$ cat config.mk
export PLATFORM = sky130hd
export DESIGN_NAME = ser2para_rx_flat
export DESIGN_NICKNAME = d
export VERILOG_FILES = /design/src/rtl/ser2para_rx_if.sv /design/src/rtl/ser2para_rx.sv /design/src/flat_wrapper.sv
export SDC_FILE = /design/constraint.sdc
export NUM_CORES = 1
export LEC_CHECK = 0
export ABC_AREA = 1
export CAP_MARGIN = 10
export CORE_ASPECT_RATIO = 1.5
export CORE_MARGIN = 2
export CORE_UTILIZATION = 40
export CTS_CLUSTER_SIZE = 16
export DETAILED_ROUTE_END_ITERATION = 6
export PLACE_DENSITY_LB_ADDON = 0.08
export SYNTH_ARGS = -nofsm -noshare
export SYNTH_HDL_FRONTEND = slang
export SYNTH_SLANG_ARGS = --single-unit
$ cat constraint.sdc
create_clock -name clk -period 2.14 [get_ports clk]
set_input_delay 0.642 -clock clk [delete_from_list [all_inputs] [get_ports clk]]
set_output_delay 0.642 -clock clk [all_outputs]
set_load 0.01 [all_outputs]
$ cat src/rtl/ser2para_rx_if.sv
// Bus bundle for ser2para_rx: the serial line in, the recovered 40-bit frame and status out.
// master = the side that drives ser_i, slave = the receiver.
interface ser2para_rx_if;
    logic        ser_i;
    logic [39:0] para_o;
    logic        para_vld;
    logic        locked;
    logic        frame_err;

    modport master (
        output ser_i,
        input  para_o,
        input  para_vld,
        input  locked,
        input  frame_err
    );

    modport slave (
        input  ser_i,
        output para_o,
        output para_vld,
        output locked,
        output frame_err
    );
endinterface

$ cat src/rtl/ser2para_rx.sv
// Serial-to-parallel frame receiver: edge-tracked mid-bit sampling, header hunt/lock, 40-bit word out.
// Optional build macro SER2PARA_GLITCH_FILTER_EN inserts a 3-tap majority filter after the synchroniser.
module ser2para_rx #(
    parameter int unsigned             DIV      = 1000,
    parameter int unsigned             HDR_W    = 8,
    parameter logic [HDR_W-1:0]        HDR      = 8'hA5,
    parameter int unsigned             MISS_MAX = 3
) (
    input  logic           clk,
    input  logic           rst_n,
    ser2para_rx_if.slave   bus
);
    localparam int unsigned FRAME_W = 40;
    localparam int unsigned CNT_W   = 14;
    localparam int unsigned MISS_W  = $clog2(MISS_MAX) + 1;

    typedef enum logic {HUNT = 1'b0, LOCK = 1'b1} state_t;

    state_t               state_q, state_d;
    logic                 sync1_q, sync2_q, ser_d_q;
    logic                 ser_s;
    logic [CNT_W-1:0]     div_cnt_q, div_cnt_d;
    logic [FRAME_W-2:0]   sh_q, sh_d;
    logic [5:0]           fill_cnt_q, fill_cnt_d;
    logic [5:0]           bit_cnt_q, bit_cnt_d;
    logic [MISS_W-1:0]    miss_cnt_q, miss_cnt_d;
    logic [FRAME_W-1:0]   para_q, para_d;
    logic                 vld_q, vld_d;
    logic                 err_q, err_d;
    logic                 edge_w, strobe, hdr_ok, boundary;
    logic [FRAME_W-1:0]   word;

    function automatic logic [5:0] fill_inc(input logic [5:0] v);
        return (v == 6'd40) ? v : v + 6'd1;
    endfunction

    function automatic logic [MISS_W-1:0] miss_inc(input logic [MISS_W-1:0] v);
        return (&v) ? v : v + MISS_W'(1);
    endfunction

`ifdef SER2PARA_GLITCH_FILTER_EN
    logic hist1_q, hist2_q;

    always_ff @(posedge clk or negedge rst_n) begin
        if (!rst_n) begin
            hist1_q <= 1'b0;
            hist2_q <= 1'b0;
        end else begin
            hist1_q <= sync2_q;
            hist2_q <= hist1_q;
        end
    end

    // A single-cycle pulse never wins the 2-of-3 vote.
    assign ser_s = (sync2_q & hist1_q) | (sync2_q & hist2_q) | (hist1_q & hist2_q);
`else
    assign ser_s = sync2_q;
`endif

    assign edge_w   = ser_s ^ ser_d_q;
    assign strobe   = (div_cnt_q == CNT_W'(DIV / 2 - 1)) && !edge_w;
    assign word     = {sh_q, ser_s};
    assign hdr_ok   = (word[FRAME_W-1 -: HDR_W] == HDR);
    assign boundary = (bit_cnt_q == 6'd39);

    // State register
    always_ff @(posedge clk or negedge rst_n) begin
        if (!rst_n) state_q <= HUNT;
        else        state_q <= state_d;
    end

    // Next-state logic
    always_comb begin
        state_d = state_q;
        if (strobe) begin
            case (state_q)
                HUNT: if (fill_cnt_q >= 6'd39 && hdr_ok) state_d = LOCK;
                LOCK: if (boundary && !hdr_ok && miss_cnt_q == MISS_W'(MISS_MAX - 1)) state_d = HUNT;
                default: state_d = HUNT;
            endcase
        end
    end

    // Datapath and counters
    always_comb begin
        div_cnt_d  = edge_w ? '0 : ((div_cnt_q == CNT_W'(DIV - 1)) ? '0 : div_cnt_q + CNT_W'(1));
        sh_d       = sh_q;
        fill_cnt_d = fill_cnt_q;
        bit_cnt_d  = bit_cnt_q;
        miss_cnt_d = miss_cnt_q;
        para_d     = para_q;
        vld_d      = 1'b0;
        err_d      = 1'b0;
        if (strobe) begin
            sh_d       = word[FRAME_W-2:0];
            fill_cnt_d = fill_inc(fill_cnt_q);
            if (state_q == HUNT) begin
                if (fill_cnt_q >= 6'd39 && hdr_ok) begin
                    para_d     = word;
                    vld_d      = 1'b1;
                    bit_cnt_d  = '0;
                    miss_cnt_d = '0;
                end
            end else if (!boundary) begin
                bit_cnt_d = bit_cnt_q + 6'd1;
            end else begin
                bit_cnt_d = '0;
                if (hdr_ok) begin
                    para_d     = word;
                    vld_d      = 1'b1;
                    miss_cnt_d = '0;
                end else begin
                    err_d      = 1'b1;
                    miss_cnt_d = (miss_cnt_q == MISS_W'(MISS_MAX - 1)) ? '0 : miss_inc(miss_cnt_q);
                end
            end
        end
    end

    always_ff @(posedge clk or negedge rst_n) begin
        if (!rst_n) begin
            sync1_q    <= 1'b0;
            sync2_q    <= 1'b0;
            ser_d_q    <= 1'b0;
            div_cnt_q  <= '0;
            sh_q       <= '0;
            fill_cnt_q <= '0;
            bit_cnt_q  <= '0;
            miss_cnt_q <= '0;
            para_q     <= '0;
            vld_q      <= 1'b0;
            err_q      <= 1'b0;
        end else begin
            sync1_q    <= bus.ser_i;
            sync2_q    <= sync1_q;
            ser_d_q    <= ser_s;
            div_cnt_q  <= div_cnt_d;
            sh_q       <= sh_d;
            fill_cnt_q <= fill_cnt_d;
            bit_cnt_q  <= bit_cnt_d;
            miss_cnt_q <= miss_cnt_d;
            para_q     <= para_d;
            vld_q      <= vld_d;
            err_q      <= err_d;
        end
    end

    // Outputs
    always_comb begin
        bus.para_o    = para_q;
        bus.para_vld  = vld_q;
        bus.frame_err = err_q;
        bus.locked    = (state_q == LOCK);
    end
endmodule
$ cat src/flat_wrapper.sv
// flat-port wrapper written by rule: the top's interface ports become plain ports
module ser2para_rx_flat 
#(
    parameter int unsigned             DIV      = 1000,
    parameter int unsigned             HDR_W    = 8,
    parameter logic [HDR_W-1:0]        HDR      = 8'hA5,
    parameter int unsigned             MISS_MAX = 3
)
  (clk, rst_n, bus_ser_i, bus_para_o, bus_para_vld, bus_locked, bus_frame_err);
  ser2para_rx_if bus_i ();
  input  logic clk;
  input  logic rst_n;
  input wire logic [$bits(bus_i.ser_i)-1:0] bus_ser_i;
  output wire logic [$bits(bus_i.para_o)-1:0] bus_para_o;
  output wire logic [$bits(bus_i.para_vld)-1:0] bus_para_vld;
  output wire logic [$bits(bus_i.locked)-1:0] bus_locked;
  output wire logic [$bits(bus_i.frame_err)-1:0] bus_frame_err;
  assign bus_i.ser_i = bus_ser_i;
  assign bus_para_o = bus_i.para_o;
  assign bus_para_vld = bus_i.para_vld;
  assign bus_locked = bus_i.locked;
  assign bus_frame_err = bus_i.frame_err;
  ser2para_rx #(.DIV(DIV), .HDR_W(HDR_W), .HDR(HDR), .MISS_MAX(MISS_MAX)) u_core (.clk(clk), .rst_n(rst_n), .bus(bus_i));
endmodule
==> results, run 1 <==
- In the final routed layout, each cell accounts on average for 12.7 um.
- Sorting the synthesized cells by area gives the leading types as sky130_fd_sc_hd__dfrtp_1 57%, sky130_fd_sc_hd__nand2_1 18%, sky130_fd_sc_hd__nand4_1 4.9%.
- The final core utilization is 50.9%.
- The synthesized netlist cell count is 591.
- The number of antenna diodes in the final layout is 0.
- The number of endpoints with negative hold slack in the final report is 0.
- The first global-routing pass estimated approximately 18000 um of wire.
- The top-level I/O count is 46.
- For the worst-skew pair, the clock arrives at the later sink with an insertion delay of a little over 0.4 ns.
- The worst path meets setup with roughly 0.18 ns of slack.
- Port buffering added 45 buffers.
- Setup repair after global routing left no endpoint under its margin.
- Total power for the finished layout comes to around 5.3 mW.
- After floorplanning, the core was sized to cover roughly 12000 um2.
- The max-slew violation total from the final report came to 0.
- The leakage power figure is 3.15 nW.
- Averaged over all synthesized cells, the footprint is around 8.5 um2.
- The worst setup path is captured at a primary output.
- Once the clock tree was built, the setup fixing pass inserted 0 buffers.
- The critical-path maximum fanout is 2.
- In this run, the number of DRC markers left after iteration 0 of detailed routing was ~260.
- The detailed-route vias per instance is 4.81.
- In the routed design, unresolved DRC markers number 0.
- The mapped netlist covers between 5000 and 6000 um2.
- The commonest cells after synthesis are 238 x sky130_fd_sc_hd__nand2_1, 114 x sky130_fd_sc_hd__dfrtp_1, 47 x sky130_fd_sc_hd__inv_1.
- Across the run, the number of max-cap violations was 0.
- The total negative setup slack is 0 ns.
- The routed design could run at a clock period as short as between 1.5 and 2 ns.
- The worst pin sits at a relative slew slack of between 50 and 60%.
- The portion of the post-synthesis area used by sequential elements is ~57%.
- The signal on the critical path passes through clkdlybuf4s50_1.
- The run finished with clean final reports.
- Counting every sink on the clock net gives roughly 110.
- The congestion estimate from routability-driven global placement came to 0.779.
- The maximum clock skew at final layout is about 0.015 ns.
- The area fraction of the dominant cell type after synthesis is 56.8%.
- The kind of start point of the critical path is a flip-flop.
- The data arrival at the endpoint of the critical path is around 1.3 ns.
- For this run, the post-layout net count is between 600 and 700.
- The buffer levels on the longest clock path is 2.
- Setup violations remaining at the end of the flow were counted as 0.
- Relative to the synthesized area, the layout overhead comes to 25.4%.
- The portion of the clock cycle consumed by the worst path in the final layout is 91.5%.
- Once the floorplan was initialized, standard cells occupied a little over 40% of the core.
- The post-CTS clock slew at the launch and capture registers of the worst setup and hold paths is about 0.05 ns.
- Counting flops with an async set or reset pin after synthesis yields a share of 100%.
- The peak supply drop is about 0.53 mV.
- The die covers 13500 um2.
- The number of nets produced by synthesis is ~600.
- The total grt overflow is 0.
- The TritonCTS clock tree is done.
- The critical setup path kind is flip-flop to primary output.
- The highest clock frequency the design can meet is just over 500 MHz.
- At the pin with the least slew margin, the transition time is between 0.6 and 0.7 ns.
- The via count is 3897.
- In this run, post-CTS repair resized a total of 0 instances.
- On the worst path, the slowest cell contributes a delay of 0.55 ns.
- The die is roughly 140 um tall.
- The row count is 50.
- The number of flip-flops and latches in the synthesized netlist is around 110.
- The required time at the worst-slack endpoint is about 1.5 ns.
- The global routing usage summed across all routing layers is approximately 17%.
- Cells with a size suffix above 1 make up 9.31% of the layout.
- The count of cell types in the netlist is 29.
- Among all stages on the critical path, the largest delay is contributed by sky130_fd_sc_hd__clkdlybuf4s50_1.
- The number of global-route vias before repair is between 3000 and 4000.
- The min-delay analysis places its worst path in the category input port to async pin.
- In this run, CTS created clock tree buffers numbering 17.
- The Yosys step of the flow raised 0 warnings.
- The deepest level of the CTS H-tree is 4.
- The root buffer cell is sky130_fd_sc_hd__clkbuf_16.
- Yosys instantiated no cell more often than sky130_fd_sc_hd__nand2_1.
- The first detailed-routing pass ran for 4 iterations.
- The placed wire-length estimate is between 6000 and 7000 um.
- The biggest area contributor in the post-synthesis netlist is sky130_fd_sc_hd__dfrtp_1.
- The final layout contains routed wiring with a total length of 10300 um.
- The pin count of the biggest net entering global routing is 115.
- For this design the ratio of total power to cell area is between 800 and 900 nW/um2.
- In this run, post-CTS hold repair placed 0 buffers.
- At the placement stage, the worst setup path has a slack of 0.375 ns.
- The family of cells with the greatest summed delay on the critical path is buffers and inverters.
- The dominant register cell in the synthesized netlist is sky130_fd_sc_hd__dfrtp_1.
- The die width is 95.5 um.
- The number of nets with antenna violations after routing is 0.
- The total buffers and inverters traversed by the critical path is 1.
- The number of enable flip-flop cells after synthesis is 0.
- The number of antenna violations at the first check in global routing is 0.
-- metrics by stage --
stage                     std cells  hold slack [ns]  area [um2]
after CTS                       811            0.345        6300
after global placement          780            0.340        5660
after floorplan                 591            0.331        5020
after detailed placement        780            0.341        5660
after global routing            811            0.355        6300
final                           811            0.282        6300
-- logic make-up after synthesis --
logic type	share of synthesized area (%)
compound gates	3.31
simple gates	30.4
fa+ha+maj	1.25
flops	56.8
xor+xnor	1.40
buf+inv	6.83
-- report_power, final --
part,switching [mW],internal (mW),leakage (nW)
registers,0.00804,2.17,1.58
logic,0.0654,0.0213,1.27
clock network,0.995,2.05,0.301
total,1.07,4.25,3.15
-- state kept, by name, indices dropped and copies added, names as in the netlist --
name and count:
u_core.fill_cnt_q 6, u_core.bus.para_vld 1, u_core.bus.locked 1, u_core.ser_s 1
u_core.miss_cnt_q 3, u_core.bus.frame_err 1, u_core.sh_q 39, u_core.bit_cnt_q 6
u_core.ser_d_q 1, u_core.div_cnt_q 14, u_core.bus.para_o 40, u_core.sync1_q 1
-- path summary, 6_finish.rpt --
kind	cells after the start	startpoint	endpoint	slack, ns
worst max-delay path	1	u_core.bus.para_o[19]	bus_para_o[19]	0.18
worst min-delay path	2	rst_n	u_core.bit_cnt_q[2]	0.28
worst max register to register	9	u_core.div_cnt_q[10]	u_core.bus.para_o[12]	0.39
worst min register to register	0	u_core.sync1_q	u_core.ser_s	0.35
max in group asynchronous	2	rst_n	u_core.bit_cnt_q[4]	1.34
min in group clk	0	u_core.sync1_q	u_core.ser_s	0.35
-- cell type report --
class / count / area (um2)
clock inverter: 14 / 213
timing repair buffer: 58 / 596
sequential: 114 / 2850
inverter: 51 / 191
multi-input combinational: 401 / 1830
clock buffer: 17 / 425
fill: 1163 / 6090
tap: 156 / 195
-- placed cells by master (no fill, tap or decap), types with 10 or more instances in the layout --
master                            instances
sky130_fd_sc_hd__buf_4                   10
sky130_fd_sc_hd__clkbuf_16               17
sky130_fd_sc_hd__clkdlybuf4s50_1         44
sky130_fd_sc_hd__dfrtp_1                114
sky130_fd_sc_hd__inv_1                   47
sky130_fd_sc_hd__nand2_1                238
sky130_fd_sc_hd__nand3_1                 15
sky130_fd_sc_hd__nand4_1                 39
sky130_fd_sc_hd__nor2_1                  42
sky130_fd_sc_hd__nor3_1                  12
sky130_fd_sc_hd__o21ai_0                 16
-- metal layers --
metal | up-vias | global-route usage [%] | routed length [um]
met1 | 1871 | 22.2 | 4750
met2 | 49 | 28.5 | 5300
met4 | 0 | 4.74 | 55
met5 | - | 0 | 0
li1 | 1975 | - | -
met3 | 2 | 5.83 | 237
No activity file was read; power rests on OpenSTA's default activity.
==> run 2: changes to the inputs <==
- CORE_MARGIN: 2 -> 10
- SLEW_MARGIN: unset -> 20
==> run 2 against run 1 <==
Against the previous run: hold slack lost 0.051 ns; cell count grew 0.12%; register-to-register slack lost 0.11 ns; combinational power grew 6.6%.
==> results, run 2 (synthesized netlist as in run 1, its figures left out) <==
- The top-level I/O count is between 40 and 50.
- The core region is 12400 um2.
- The number of antenna violations at the first check in global routing is 0.
- Summed over all nets, the half-perimeter wirelength after detailed placement is approximately 7600 um.
- From synthesis to final layout, the design area changed by 24.5%.
- Leaving out fill and tap cells, the most frequent cell in the layout is sky130_fd_sc_hd__nand2_1.
- The total buffers and inverters traversed by the critical path is 1.
- The buffers inserted during post-CTS setup optimization is 0.
- On the worst path, the slowest cell contributes a delay of roughly 0.55 ns.
- The total CTS buffers is 17.
- The final layout net count is between 600 and 700.
- The number of buffers inserted by port buffering is 45.
- The total negative setup slack is 0 ns.
- The final antenna diode count is 0.
- After floorplanning, the core was divided into 50 placement rows.
- The violation count after the first detailed-route iteration is roughly 170.
- The initial utilization of the core area, before any placement, comes to between 40% and 50%.
- In the routed design, unresolved DRC markers number 0.
- Measured against its own limit, the worst slew margin works out to between 60 and 70%.
- Global routing used 13.4% of the available tracks.
- In this run the remaining antenna-violating nets after routing total 0.
- The minimum period implied by the final worst setup slack is roughly 2.0 ns.
- The detailed-route vias per instance is 4.92.
- In the layout the commonest cells are 238 x sky130_fd_sc_hd__nand2_1, 114 x sky130_fd_sc_hd__dfrtp_1, 47 x sky130_fd_sc_hd__inv_1.
- The number of global-route vias before repair is 4159.
- The switching component of the power is ~1.1 mW.
- Summed over all cells, the static leakage comes to 3.13 nW.
- After clock tree synthesis, the clock-pin slew on the worst setup and hold paths is approximately 0.060 ns.
- The path class of the tightest hold or removal check is input port to async pin.
- Setup repair after global routing left no endpoint under its margin.
- The highest clock frequency the design can meet is between 500 and 600 MHz.
- The clock net in this run drives a total of 114 sinks.
- The post-layout total power is between 5 and 6 mW.
- Combinational logic is responsible for about 1.8% of the overall power.
- STA puts the critical path data required time at 1.50 ns.
- The critical-path maximum fanout is 2.
- The die width is ~110 um.
- The number of endpoints with negative hold slack in the final report came to 0.
- The max-slew violation total from the final report was 0.
- The final routed wire length divided by cell count is 13.8 um.
- The die area is 17500 um2.
- The finished layout holds roughly 810 standard cells, fillers aside.
- The count of maximum capacitance violations is 0.
- The root buffer cell is sky130_fd_sc_hd__clkbuf_16.
- The vertical extent of the die is 157 um.
- The slowest stage of the critical path belongs to the cell sky130_fd_sc_hd__clkdlybuf4s50_1.
- The data arrival at the endpoint of the critical path is between 1 and 1.5 ns.
- Summing all non-filler instances in the final layout gives an area of 6250 um2.
- Clock skew on the completed layout was measured at 0.00752 ns.
- Entering global routing, the biggest net connects roughly 60 pins.
- In this run the deepest clock path goes through 2 buffers.
- Cells with a size suffix above 1 make up under 10% of the layout.
- The final-report setup violation count is 0.
- The total grt overflow is 0.
- The peak supply drop is roughly 0.50 mV.
- The share of total power dissipated in the clock network is a little under three fifths.
- The critical setup path kind is flip-flop to primary output.
- TritonCTS built the clock tree.
- The portion of the clock cycle consumed by the worst path in the final layout is about nine tenths.
- The number of flip-flops under the largest register name is 40.
- The family of cells with the greatest summed delay on the critical path is buffers and inverters.
- The first global-routing pass estimated slightly below 20000 um of wire.
- The number of placed instances with taps included is about 800.
- The capturing element type of the critical path is a primary output.
- The kind of start point of the critical path is a flip-flop.
- Post-CTS repair changed the size of 0 cells.
- Across all layers, the routed design uses between 3000 and 4000 vias.
- The critical path goes through clkdlybuf4s50_1.
- The final wirelength is roughly 11000 um.
- Final hold analysis gives a worst-case slack of between 0.2 and 0.25 ns.
- The total of hold buffers inserted after clock tree synthesis is 0.
- The congestion estimate from routability-driven global placement came to between 0.8 and 0.9.
- The area after detailed placement is 5650 um2.
- The clock latency of the later-clocked register in the worst-skew pair is 0.40 ns.
- For this run, the detailed router's first-pass iteration total came to 6.
- Of the total power, registers draw a little over two fifths.
- The run finished with clean final reports.
- The deepest level of the CTS H-tree is 4.
- The power density over the cells is ~820 nW/um2.
- For the pin with the worst max-slew slack, the measured transition is 0.463 ns.
- Net switching is between 20% and 30% of the power.
- The internal power contribution is slightly above 4 mW.
[run 2: final timing paths]
| check | cells past startpoint | to | startpoint | slack, ns |
|---|---|---|---|---|
| setup / recovery | 1 | bus_para_o[29] | u_core.bus.para_o[29] | 0.18 |
| hold / removal | 2 | u_core.bit_cnt_q[3] | rst_n | 0.23 |
| setup reg to reg | 8 | u_core.bus.para_o[3] | u_core.div_cnt_q[0] | 0.28 |
| hold reg to reg | 0 | u_core.ser_s | u_core.sync1_q | 0.36 |
| max in group asynchronous | 2 | u_core.bus.para_o[19] | rst_n | 1.60 |
| min in group clk | 0 | u_core.ser_s | u_core.sync1_q | 0.36 |
[run 2: area by class of cell]
type,instances,area [um2]
multi-input combinational,401,1830
inverter,51,194
clock buffer,19,443
timing repair buffer,58,583
sequential,114,2850
clock inverter,13,159
fill,1208,6130
tap,156,195
[run 2: through the flow]
| stage | setup WS [ns] | util (%) |
|---|---|---|
| floorplan | 0.627 | - |
| global route | 0.0584 | 50.5 |
| detailed placement | 0.183 | 45.6 |
| global placement | 0.212 | 45.6 |
| CTS | 0.141 | 50.5 |
| finish | 0.178 | 50.5 |
[run 2: routing by layer]
layer	global-route usage [%]	part of all wire [%]	up-vias
li1	-	-	1977
met1	14.9	43	1928
met2	23.0	51	74
met3	3.73	4.1	18
met4	6.57	1.7	0
met5	0	0	-
[run 2: worst reg2reg max path, stage by stage (launching register included)]
cell and delay, ns:
sky130_fd_sc_hd__dfrtp_1 0.37, sky130_fd_sc_hd__ha_1 0.20, sky130_fd_sc_hd__nand3_1 0.13, sky130_fd_sc_hd__nor2_2 0.17
sky130_fd_sc_hd__nand3_4 0.19, sky130_fd_sc_hd__inv_4 0.19, sky130_fd_sc_hd__buf_4 0.31, sky130_fd_sc_hd__nand4_1 0.15
sky130_fd_sc_hd__nand2_1 0.09
[run 2: power groups by stage]
stage | sequential [mW] | combinational (mW) | clock, mW
5_1_grt | 2.18 | 0.109 | 3.02
4_1_cts | 2.18 | 0.0982 | 2.93
6_report | 2.18 | 0.0924 | 2.85
3_5_place_dp | 2.22 | 0.0982 | 0
2_1_floorplan | 2.21 | 0.0297 | 0
3_3_place_gp | 2.21 | 0.0974 | 0
==> run 3: changes to the inputs <==
- GPL_ROUTABILITY_DRIVEN: unset -> 0
==> results of run 3 <==
The final DEF is identical to that of run 2; final timing and power are the same.
